[config.mk]
export PLATFORM = sky130hd
export DESIGN_NAME = ps2_scancode_decoder
export DESIGN_NICKNAME = d
export VERILOG_FILES = /design/src/rtl/ps2_scancode_decoder.sv
export SDC_FILE = /design/constraint.sdc
export NUM_CORES = 1
export LEC_CHECK = 0
export ABC_AREA = 1
export CORE_ASPECT_RATIO = 0.5
export CORE_MARGIN = 2
export CORE_UTILIZATION = 56
export DETAILED_ROUTE_END_ITERATION = 8
export PLACE_DENSITY = 0.81
export SKIP_CTS_REPAIR_TIMING = 1
export SLEW_MARGIN = 30
export SYNTH_ARGS = -nofsm -noshare
export SYNTH_HDL_FRONTEND = slang
export SYNTH_SLANG_ARGS = --single-unit
[constraint.sdc]
create_clock -name clk -period 2.64 [get_ports clk]
set_input_delay 0.528 -clock clk [delete_from_list [all_inputs] [get_ports clk]]
set_output_delay 0.528 -clock clk [all_outputs]
set_load 0.1 [all_outputs]
[src/rtl/ps2_scancode_decoder.sv]
// PS/2 set-2 scan-code decoder: pops bytes from the receiver FIFO, folds E0/F0
// prefixes and emits key events with shift-aware ASCII and repeat detection.
module ps2_scancode_decoder (
   input  logic       clk,
   input  logic       rst,
   input  logic [7:0] ps2_data,
   input  logic       ps2_ready,
   output logic       nextdata_n,
   output logic       key_valid,
   output logic [7:0] key_code,
   output logic       key_ext,
   output logic       key_release,
   output logic       key_repeat,
   output logic [7:0] ascii,
   output logic [7:0] key_count,
   output logic       shift_held
);

   typedef enum logic [1:0] {IDLE, POP, WAIT} state_t;

   state_t     state_q, state_d;
   logic [7:0] byte_q, byte_d;
   logic       ext_p_q, ext_p_d;
   logic       brk_p_q, brk_p_d;
   logic       shl_q, shl_d;
   logic       shr_q, shr_d;
   logic       last_vld_q, last_vld_d;
   logic [8:0] last_key_q, last_key_d;
   logic       nextdata_n_q, nextdata_n_d;
   logic       key_valid_q, key_valid_d;
   logic [7:0] key_code_q, key_code_d;
   logic       key_ext_q, key_ext_d;
   logic       key_release_q, key_release_d;
   logic       key_repeat_q, key_repeat_d;
   logic [7:0] ascii_q, ascii_d;
   logic [7:0] key_count_q, key_count_d;
   logic       last_hit;

   function automatic logic [7:0] scan_to_ascii(input logic [7:0] code, input logic shift);
      logic [7:0] letter;
      logic [7:0] other;
      letter = 8'h00;
      other  = 8'h00;
      case (code)
         8'h1C: letter = "a";
         8'h32: letter = "b";
         8'h21: letter = "c";
         8'h23: letter = "d";
         8'h24: letter = "e";
         8'h2B: letter = "f";
         8'h34: letter = "g";
         8'h33: letter = "h";
         8'h43: letter = "i";
         8'h3B: letter = "j";
         8'h42: letter = "k";
         8'h4B: letter = "l";
         8'h3A: letter = "m";
         8'h31: letter = "n";
         8'h44: letter = "o";
         8'h4D: letter = "p";
         8'h15: letter = "q";
         8'h2D: letter = "r";
         8'h1B: letter = "s";
         8'h2C: letter = "t";
         8'h3C: letter = "u";
         8'h2A: letter = "v";
         8'h1D: letter = "w";
         8'h22: letter = "x";
         8'h35: letter = "y";
         8'h1A: letter = "z";
         default: letter = 8'h00;
      endcase
      case (code)
         8'h45: other = "0";
         8'h16: other = "1";
         8'h1E: other = "2";
         8'h26: other = "3";
         8'h25: other = "4";
         8'h2E: other = "5";
         8'h36: other = "6";
         8'h3D: other = "7";
         8'h3E: other = "8";
         8'h46: other = "9";
         8'h29: other = 8'h20;
         8'h5A: other = 8'h0D;
         default: other = 8'h00;
      endcase
      if (letter != 8'h00) begin
         return shift ? (letter - 8'h20) : letter;
      end
      return other;
   endfunction

   // Repeat/release matching compares the full {ext,code} identity of the key.
   assign last_hit = last_vld_q && (last_key_q == {ext_p_q, byte_q});

   always_comb begin
      state_d       = state_q;
      byte_d        = byte_q;
      ext_p_d       = ext_p_q;
      brk_p_d       = brk_p_q;
      shl_d         = shl_q;
      shr_d         = shr_q;
      last_vld_d    = last_vld_q;
      last_key_d    = last_key_q;
      nextdata_n_d  = nextdata_n_q;
      key_valid_d   = 1'b0;
      key_code_d    = key_code_q;
      key_ext_d     = key_ext_q;
      key_release_d = key_release_q;
      key_repeat_d  = key_repeat_q;
      ascii_d       = ascii_q;
      key_count_d   = key_count_q;
      case (state_q)
         IDLE: begin
            if (ps2_ready) begin
               byte_d       = ps2_data;
               nextdata_n_d = 1'b0;
               state_d      = POP;
            end
         end
         POP: begin
            nextdata_n_d = 1'b1;
            state_d      = WAIT;
            if (byte_q == 8'hE0) begin
               ext_p_d = 1'b1;
            end else if (byte_q == 8'hF0) begin
               brk_p_d = 1'b1;
            end else begin
               key_valid_d   = 1'b1;
               key_code_d    = byte_q;
               key_ext_d     = ext_p_q;
               key_release_d = brk_p_q;
               // ASCII sees the shift state from before this event.
               ascii_d       = ext_p_q ? 8'h00 : scan_to_ascii(byte_q, shl_q | shr_q);
               if (!brk_p_q) begin
                  key_repeat_d = last_hit;
                  if (!last_hit) begin
                     key_count_d = key_count_q + 8'd1;
                  end
                  last_vld_d = 1'b1;
                  last_key_d = {ext_p_q, byte_q};
               end else begin
                  key_repeat_d = 1'b0;
                  if (last_hit) begin
                     last_vld_d = 1'b0;
                  end
               end
               if (!ext_p_q && byte_q == 8'h12) begin
                  shl_d = !brk_p_q;
               end
               if (!ext_p_q && byte_q == 8'h59) begin
                  shr_d = !brk_p_q;
               end
               ext_p_d = 1'b0;
               brk_p_d = 1'b0;
            end
         end
         WAIT: begin
            state_d = IDLE;
         end
         default: begin
            state_d = IDLE;
         end
      endcase
   end

   always_ff @(posedge clk or posedge rst) begin
      if (rst) begin
         state_q       <= IDLE;
         byte_q        <= 8'h00;
         ext_p_q       <= 1'b0;
         brk_p_q       <= 1'b0;
         shl_q         <= 1'b0;
         shr_q         <= 1'b0;
         last_vld_q    <= 1'b0;
         last_key_q    <= 9'h000;
         nextdata_n_q  <= 1'b1;
         key_valid_q   <= 1'b0;
         key_code_q    <= 8'h00;
         key_ext_q     <= 1'b0;
         key_release_q <= 1'b0;
         key_repeat_q  <= 1'b0;
         ascii_q       <= 8'h00;
         key_count_q   <= 8'h00;
      end else begin
         state_q       <= state_d;
         byte_q        <= byte_d;
         ext_p_q       <= ext_p_d;
         brk_p_q       <= brk_p_d;
         shl_q         <= shl_d;
         shr_q         <= shr_d;
         last_vld_q    <= last_vld_d;
         last_key_q    <= last_key_d;
         nextdata_n_q  <= nextdata_n_d;
         key_valid_q   <= key_valid_d;
         key_code_q    <= key_code_d;
         key_ext_q     <= key_ext_d;
         key_release_q <= key_release_d;
         key_repeat_q  <= key_repeat_d;
         ascii_q       <= ascii_d;
         key_count_q   <= key_count_d;
      end
   end

   assign nextdata_n  = nextdata_n_q;
   assign key_valid   = key_valid_q;
   assign key_code    = key_code_q;
   assign key_ext     = key_ext_q;
   assign key_release = key_release_q;
   assign key_repeat  = key_repeat_q;
   assign ascii       = ascii_q;
   assign key_count   = key_count_q;
   assign shift_held  = shl_q | shr_q;

endmodule

Word-level counts from Yosys, hierarchy flattened. Memories as Yosys holds them, arrays and structs flattened. Index checks and enable logic that the tools add are counted.

Equal/unequal tests: 21. Reduce and logical (&&, ||, !) cells: 18. Add/sub/neg operators: 2. Bitwise logic cells: 5. Multiplexer cells: 26.

Operators with widths (count): case mux 6 bit (12 select lines) (1); two-way mux 8 bit (8); equality test 8 x 6 -> 1 bit, second input constant (7); equality test 8 x 7 -> 1 bit, second input constant (4); equality test 8 x 5 -> 1 bit, second input constant (3); equality test 8 bit, second input constant (2); AND reduction 4 bit (4); two-way mux 1 bit (14); equality test 9 bit (1); adder 8 x 1 -> 8 bit, second input constant (1); AND reduction 2 bit (4); nonzero test 8 bit (1); subtractor 8 x 6 -> 8 bit, second input constant (1); AND reduction 5 bit (1); inequality test 2 bit, second input constant (2); inverter 1 bit (4); case mux 2 bit (2 select lines) (1); logical AND 1 bit (3); AND reduction 3 bit (1); equality test 2 x 1 -> 1 bit, second input constant (1); zero test 1 bit (2); zero test 2 bit (1); two-way mux 2 bit (1); inequality test 2 x 1 -> 1 bit, second input constant (1); other kinds (3) (3).

Logic and storage cells: 89. Memory bits (read-only): 896. Register bits after elaboration: 53. Memories kept: 1. Input port bits: 11.

Memory list: (no name shown) (words 128, width 7, rd ports 1, clocked after memory_dff 0, write ports 0, RTL line 44) `case (code)`.

Depth between registers and ports, before layout. Gate-level depths: netlist (run 1). An unclocked memory read counts as a cell.

Word-level depth: 12. Depth in mapped cells: 15. Mapped depth without buffers: 15.

Worst setup path after synthesis (run 1). OpenSTA, ideal clock, no wires.

Path kind: register to register. Start point: register byte_q[1]. End point: register ascii_q[5] (netlist: ascii[5]). Path slack: 0.474 ns. Cell stages (with the launch flop): 15. Setup time: 0.120 ns. Period minus slack after synthesis: 2.166 ns. Arrival time: 2.047 ns. Required time: 2.520 ns. Buffers on the path: 0. Path through: dfrtp_1 -> inv_1 -> ha_1 -> nand2_1 -> a21oi_1 -> nand2_1 -> nand2_1 -> nand3_1 -> nand2_1 -> nand2_1 -> ha_1 -> inv_1 -> o21bai_1 -> nand3_1 -> nand2_1.

Cells in the longest elaborated chain, start to end: 12. Elaborated cells on any way between the ends: 33.

RTL lines: from (decl) (RTL line 22) `logic [7:0] byte_q, byte_d;`; from (signal assigned) (RTL line 188) `byte_q <= byte_d;`; parallel branches: the longest is 12 deep, another holds subtractor 8 x 6 -> 8 bit; to (signal assigned) (RTL line 201) `ascii_q <= ascii_d;`; to (decl) (RTL line 35) `logic [7:0] ascii_q, ascii_d;`.

Several ways; the timed one is not identified. The select of a mux whose other input is x is not followed. A chain may end at the register's enable or synchronous reset.

Worst setup path after layout (run 1). Same ends and word-level chain as after synthesis.

==> flow_summary.ini, run 1 <==
[outcome]
outcome = finished, final reports clean

[min_path]
min_path_type = in -> async

[sta]
min_period_ns = 2.41
fmax_mhz = 415
tns_ns = 0
setup_viol = 0
fin_crit_sh = 0.913
worstMarginPinSlew_ns = 0.484
final.setup_skew_ns = 0.00590
drv_slew = 0
hold_viol_final = 0
slew_headroom = 0.677
rsz0062_at_grt = no

[floorplan]
rows = 19
io_pins = 41
die_w_um = 111
core_area_sq_mm = 0.00552
start_util = 0.586
die_height_um = 57.7
die_area_sq_mm = 0.00643

[synth]
netlist_area_sq_mm = 0.00323
synth_top_area_frac = 0.402
synthDistinctLibCells = 35
synth-xor-area-share = 0.0298
synth_top_family_by_area = simple AND/OR/NAND/NOR gates
yosysSeqAreaShare = 0.411
synth-simple-area-share = 0.348
synth-async-reset-ratio = 1.00
avgSynthCellArea_sq_um = 7.33
yosys-top-cells-area = dfrtp_1 40%, nand2_1 17%, nand3_1 6.0%
yosysWarnings = 0
syn_inst = 441
synth_ff_type = dfrtp_1
yosysTopAreaCell = dfrtp_1
synthAdderAreaFrac = 0.0387
synth_seq_cells = 53
synth_compound_area_frac = 0.0867
synth_nets = 462
synthMuxAreaShare = 0
synth_edf_count = 0

[cts]
clk_pin_slew_worst_paths_ns = 0.07
clk_latency_ns = 0.29
clockRootBuffer = clkbuf_16
cts_tree = yes
cts_max_level = 2
clockBufferDepth = 2
cts_buffers = 5
clock_sinks = 53

[routing]
drc_errors = 0
wire_per_inst_um = 13.7
vias = 2981
wl_um = 7630
drt_iter0_drc = 252
firstDrtPassIters = 5
routed_via_density = 5.37
ant_nets = 0

[place]
dpl.hpwl_um = 5710
dpl_cell_area_sq_mm = 0.00361
gp_congestion = 0.956
dp.cells = 547
io_buffers = 40

[power_and_ir_drop]
ir_worst_vdd_v = 0.00103
p_total_w = 0.00460
p_leak_nw = 1.97
powerDensity_mw_per_mm2 = 1220

[grt]
grt_pass1_wl_um = 12900
grt_max_degree = 46
grt_usage = 0.252
grt_pass1_vias = 2629
gr-total-overflow = 0
antenna_found_initial = 0

[critical_path]
path_max_fanout = 9
cp-start-kind = flip-flop
critPathKind = reg -> reg
crit_required_ns = 2.82
worstSetupEndpointType = flip-flop
critPathArrivalTime_ns = 2.59

[final_layout]
layout.nets = 502
fill_cells = 478
syn_to_final_growth_pct = 16.3
drive_above_1_share = 0.151
stdcell_count = 555
design_area_sq_mm = 0.00376
final_util = 0.682
num_antenna_cells = 0

[run]
max_cap_violations = 0
## cells in the mapped netlist, types with 3 or more instances
master and n:
nor3_1 5, ha_1 10, buf_4 5, inv_2 6, a21oi_1 8, o21bai_1 6
nand2_2 5, nand2_1 143, nand4_1 5, o21ai_1 7, nor2_2 5, xor2_1 9
o21ai_0 29, inv_1 40, nor2_1 40, buf_2 3, buf_6 3, nand3_1 39
dfrtp_1 52
## layout make-up
type	count	area, sq um	share of cell area
Multi-Input combinational cell	327	1630	0.434
Clock buffer	5	125	0.0333
Clock inverter	3	21.3	0.00566
Inverter	49	189	0.0502
Tap cell	73	91.3	0.0243
Sequential cell	53	1330	0.353
Timing Repair Buffer	45	375	0.0998
## kinds of logic after synthesis
| group | count (synthesis) |
|---|---|
| simple gates | 254 |
| buf+inv | 61 |
| flops | 53 |
| compound gates | 52 |
| xor+xnor | 11 |
| fa+ha+maj | 10 |
## critical path, stage by stage, from the launching register on
cell and delay (ns):
dfrtp_1 0.46, inv_2 0.17, ha_1 0.27, nand2_1 0.18, a21oi_2 0.22, nand2_1 0.07, nand2_1 0.06, nand3_1 0.11
nand2_1 0.08, nand2_1 0.12, ha_1 0.30, inv_1 0.03, o21bai_1 0.14, nand3_1 0.06, nand2_1 0.05
## where the power goes
part / internal, W / switching [W] / total [W] / leakage [nW]
Sequential: 0.00107 / 0.000252 / 0.00132 / 0.674
Combinational: 0.000628 / 0.00201 / 0.00263 / 1.23
Clock: 0.000353 / 0.000288 / 0.000641 / 0.0702
Total: 0.00205 / 0.00255 / 0.00460 / 1.97
## metal layers
layer	global-route usage	part of all wire
met5	0	0
met2	0.394	0.42
met1	0.381	0.49
met4	0.0547	0.0096
met3	0.0356	0.072
## per-stage QoR
stage,hold slack [ns],setup WS (ns)
after floorplan,0.425,0.474
after global placement,0.439,0.241
after detailed placement,0.465,0.136
after CTS,0.467,0.113
after global routing,0.481,0.00618
final,0.466,0.231
## registers in the layout (all words and copies together), names as in the netlist, 2 cells and up
| name | count |
|---|---|
| key_count | 8 |
| last_key_q | 9 |
| byte_q | 8 |
| key_code | 8 |
| ascii | 8 |
| state_q | 2 |
## placed cells by master, fill, tap and decap left out, drive strengths merged, types with 8 or more instances in the layout
cell             n
nand3           39
dfrtp           52
inv             49
o21ai           36
a21oi            8
ha              10
nor2            48
clkdlybuf4s50   10
xor2             9
buf             35
nand2          149
## worst paths after layout
path	startpoint	endpoint	slack (ns)	cells after the start
max reg2reg	byte_q[1]	ascii[5]	0.23	14
min	rst	key_count[3]	0.47	2
max in group asynchronous	rst	key_code[5]	1.68	3
max	byte_q[1]	ascii[5]	0.23	14
min in group clk	state_q[1]	nextdata_n	0.47	1
min reg2reg	state_q[1]	nextdata_n	0.47	1
Note: power is estimated with default switching activity, not from simulation.
==> run 2: changes to the inputs <==
CORE_ASPECT_RATIO = 1.1   (was 0.5)
GPL_TIMING_DRIVEN = 0   (was not set)
==> run 2 against run 1 <==
Compared with the run above:
- clock skew increased by 0.013 ns
- core utilization is 0.26 points higher
- critical endpoint is now nextdata_n
- register-to-register slack lost 0.02 ns
- maximum frequency decreased by 4.2%
- clock power is 23% lower
- global-route usage grew 0.42 points
==> flow_summary.ini, run 2 (synthesis results as in run 1) <==
[outcome]
outcome = finished, final reports clean

[final_layout]
drive_above_1_share = 0.114
final_util = 0.684
final_cell_mix = 141 x nand2_1, 51 x dfrtp_1, 40 x nor2_1, 40 x clkdlybuf4s50_1, 39 x nand3_1
final_common_cell = nand2_1
largest_reg_flops = 9
layout.nets = 513
fill_cells = 495
design_area_sq_mm = 0.00387
num_antenna_cells = 0
syn_to_final_growth_pct = 19.8
regMostFlops = last_key_q

[routing]
ant_nets = 0
vias = 2999
wire_per_inst_um = 13.2
wl_um = 7540
drt_iter0_drc = 186
firstDrtPassIters = 6
drc_errors = 0
routed_via_density = 5.26

[cts]
clk_pin_slew_worst_paths_ns = 0.11
cts_tree = yes
cts_buffers = 5
clk_latency_ns = 0.32
clockBufferDepth = 2
cts_max_level = 2
clock_sinks = 53
clockRootBuffer = clkbuf_8

[sta]
tns_ns = 0
slew_headroom = 0.335
fin_crit_sh = 0.953
final.setup_skew_ns = 0.0188
min_period_ns = 2.52
hold_viol_final = 0
fmax_mhz = 397
drv_slew = 0
holdWs_ns = 0.475
worstMarginPinSlew_ns = 0.995
setup_viol = 0

[critical_path]
max_stage_delay_ns = 1.12
crit_path_cell_trace = clkdlybuf4s50_1
critPathTopFamily = buffers and inverters
critPathKind = reg -> out
critPathArrivalTime_ns = 1.99
slowest_stage = clkdlybuf4s50_1
crit_required_ns = 2.11
worstSetupEndpointType = output port
path_max_fanout = 2
cp.buffers_inverters = 1
cp-start-kind = flip-flop

[grt]
grt_usage = 0.256
met1_usage = 0.346
antenna_found_initial = 0
gr-total-overflow = 0
use_met3 = 0.0390
grt_use_met2 = 0.419
top_usage_layer = met2
grt_pass1_wl_um = 13300
grt_pass1_vias = 2853
grt_max_degree = 54

[power_and_ir_drop]
powerDensity_mw_per_mm2 = 1180
p_int_w = 0.00200
power.switching_w = 0.00256
swShare = 0.561
ir_worst_vdd_v = 0.000731
combPwrFrac = 0.613
p_total_w = 0.00456
seq_power_share = 0.280
clockPowerShare = 0.108
p_leak_nw = 1.95

[floorplan]
core_area_sq_mm = 0.00566
die_height_um = 83.7
die_area_sq_mm = 0.00640
rows = 29
start_util = 0.571
die_w_um = 76.4
io_pins = 41

[place]
dpl_cell_area_sq_mm = 0.00373
dpl.hpwl_um = 5660
gp_congestion = 0.902
io_buffers = 40

[min_path]
min_path_type = reg -> reg

[run]
max_cap_violations = 0
-- run 2: path summary, 6_finish.rpt --
path	start	endpoint	slack, ns	depth (start not counted)
max	nextdata_n	nextdata_n	0.12	1
min	state_q[1]	nextdata_n	0.47	1
max reg2reg	byte_q[0]	last_key_q[8]	0.21	13
min reg2reg	state_q[1]	nextdata_n	0.47	1
max in group asynchronous	rst	byte_q[1]	1.55	2
min in group asynchronous	rst	ascii[3]	0.64	2
-- run 2: final cells by class --
class | instances | area, sq um | area share
flip-flops and latches | 53 | 1330 | 0.343
clock buffers | 5 | 68.8 | 0.0178
plain buffers | 12 | 90.1 | 0.0233
multi-input cells | 327 | 1640 | 0.422
clock inverters | 3 | 28.8 | 0.00743
well taps | 77 | 96.3 | 0.0249
inverters | 49 | 195 | 0.0504
repair buffers | 44 | 430 | 0.111
-- run 2: routing by layer --
metal	wire [um]	up-vias
met2	3590	87
li1	-	1502
met1	3370	1393
met3	433	17
met4	147	0
met5	0	-
-- run 2: power by group through the flow --
stage	clock network (W)	logic, W	registers [W]
6_report	0.000491	0.00279	0.00127
4_1_cts	0.000499	0.00276	0.00127
3_5_place_dp	0	0.00275	0.00129
3_3_place_gp	0	0.00271	0.00127
5_1_grt	0.000534	0.00301	0.00132
2_1_floorplan	0	0.00106	0.00234
-- run 2: metrics by stage --
stage,setup WS [ns],std cells
2_1_floorplan,0.474,441
3_3_place_gp,-0.0828,558
3_5_place_dp,0.0110,558
4_1_cts,-0.0177,566
5_1_grt,-0.00685,570
6_report,0.124,570
-- run 2: worst register-to-register path: stages (launching register included) --
cell     delay [ns]
dfrtp_1        0.45
inv_1          0.26
ha_1           0.26
inv_1          0.07
nor4_1         0.36
nand2_1        0.17
nand2_2        0.15
nor2_8         0.06
inv_4          0.11
nor2_8         0.05
inv_1          0.09
buf_4          0.17
nand2_1        0.06
o21ai_1        0.08
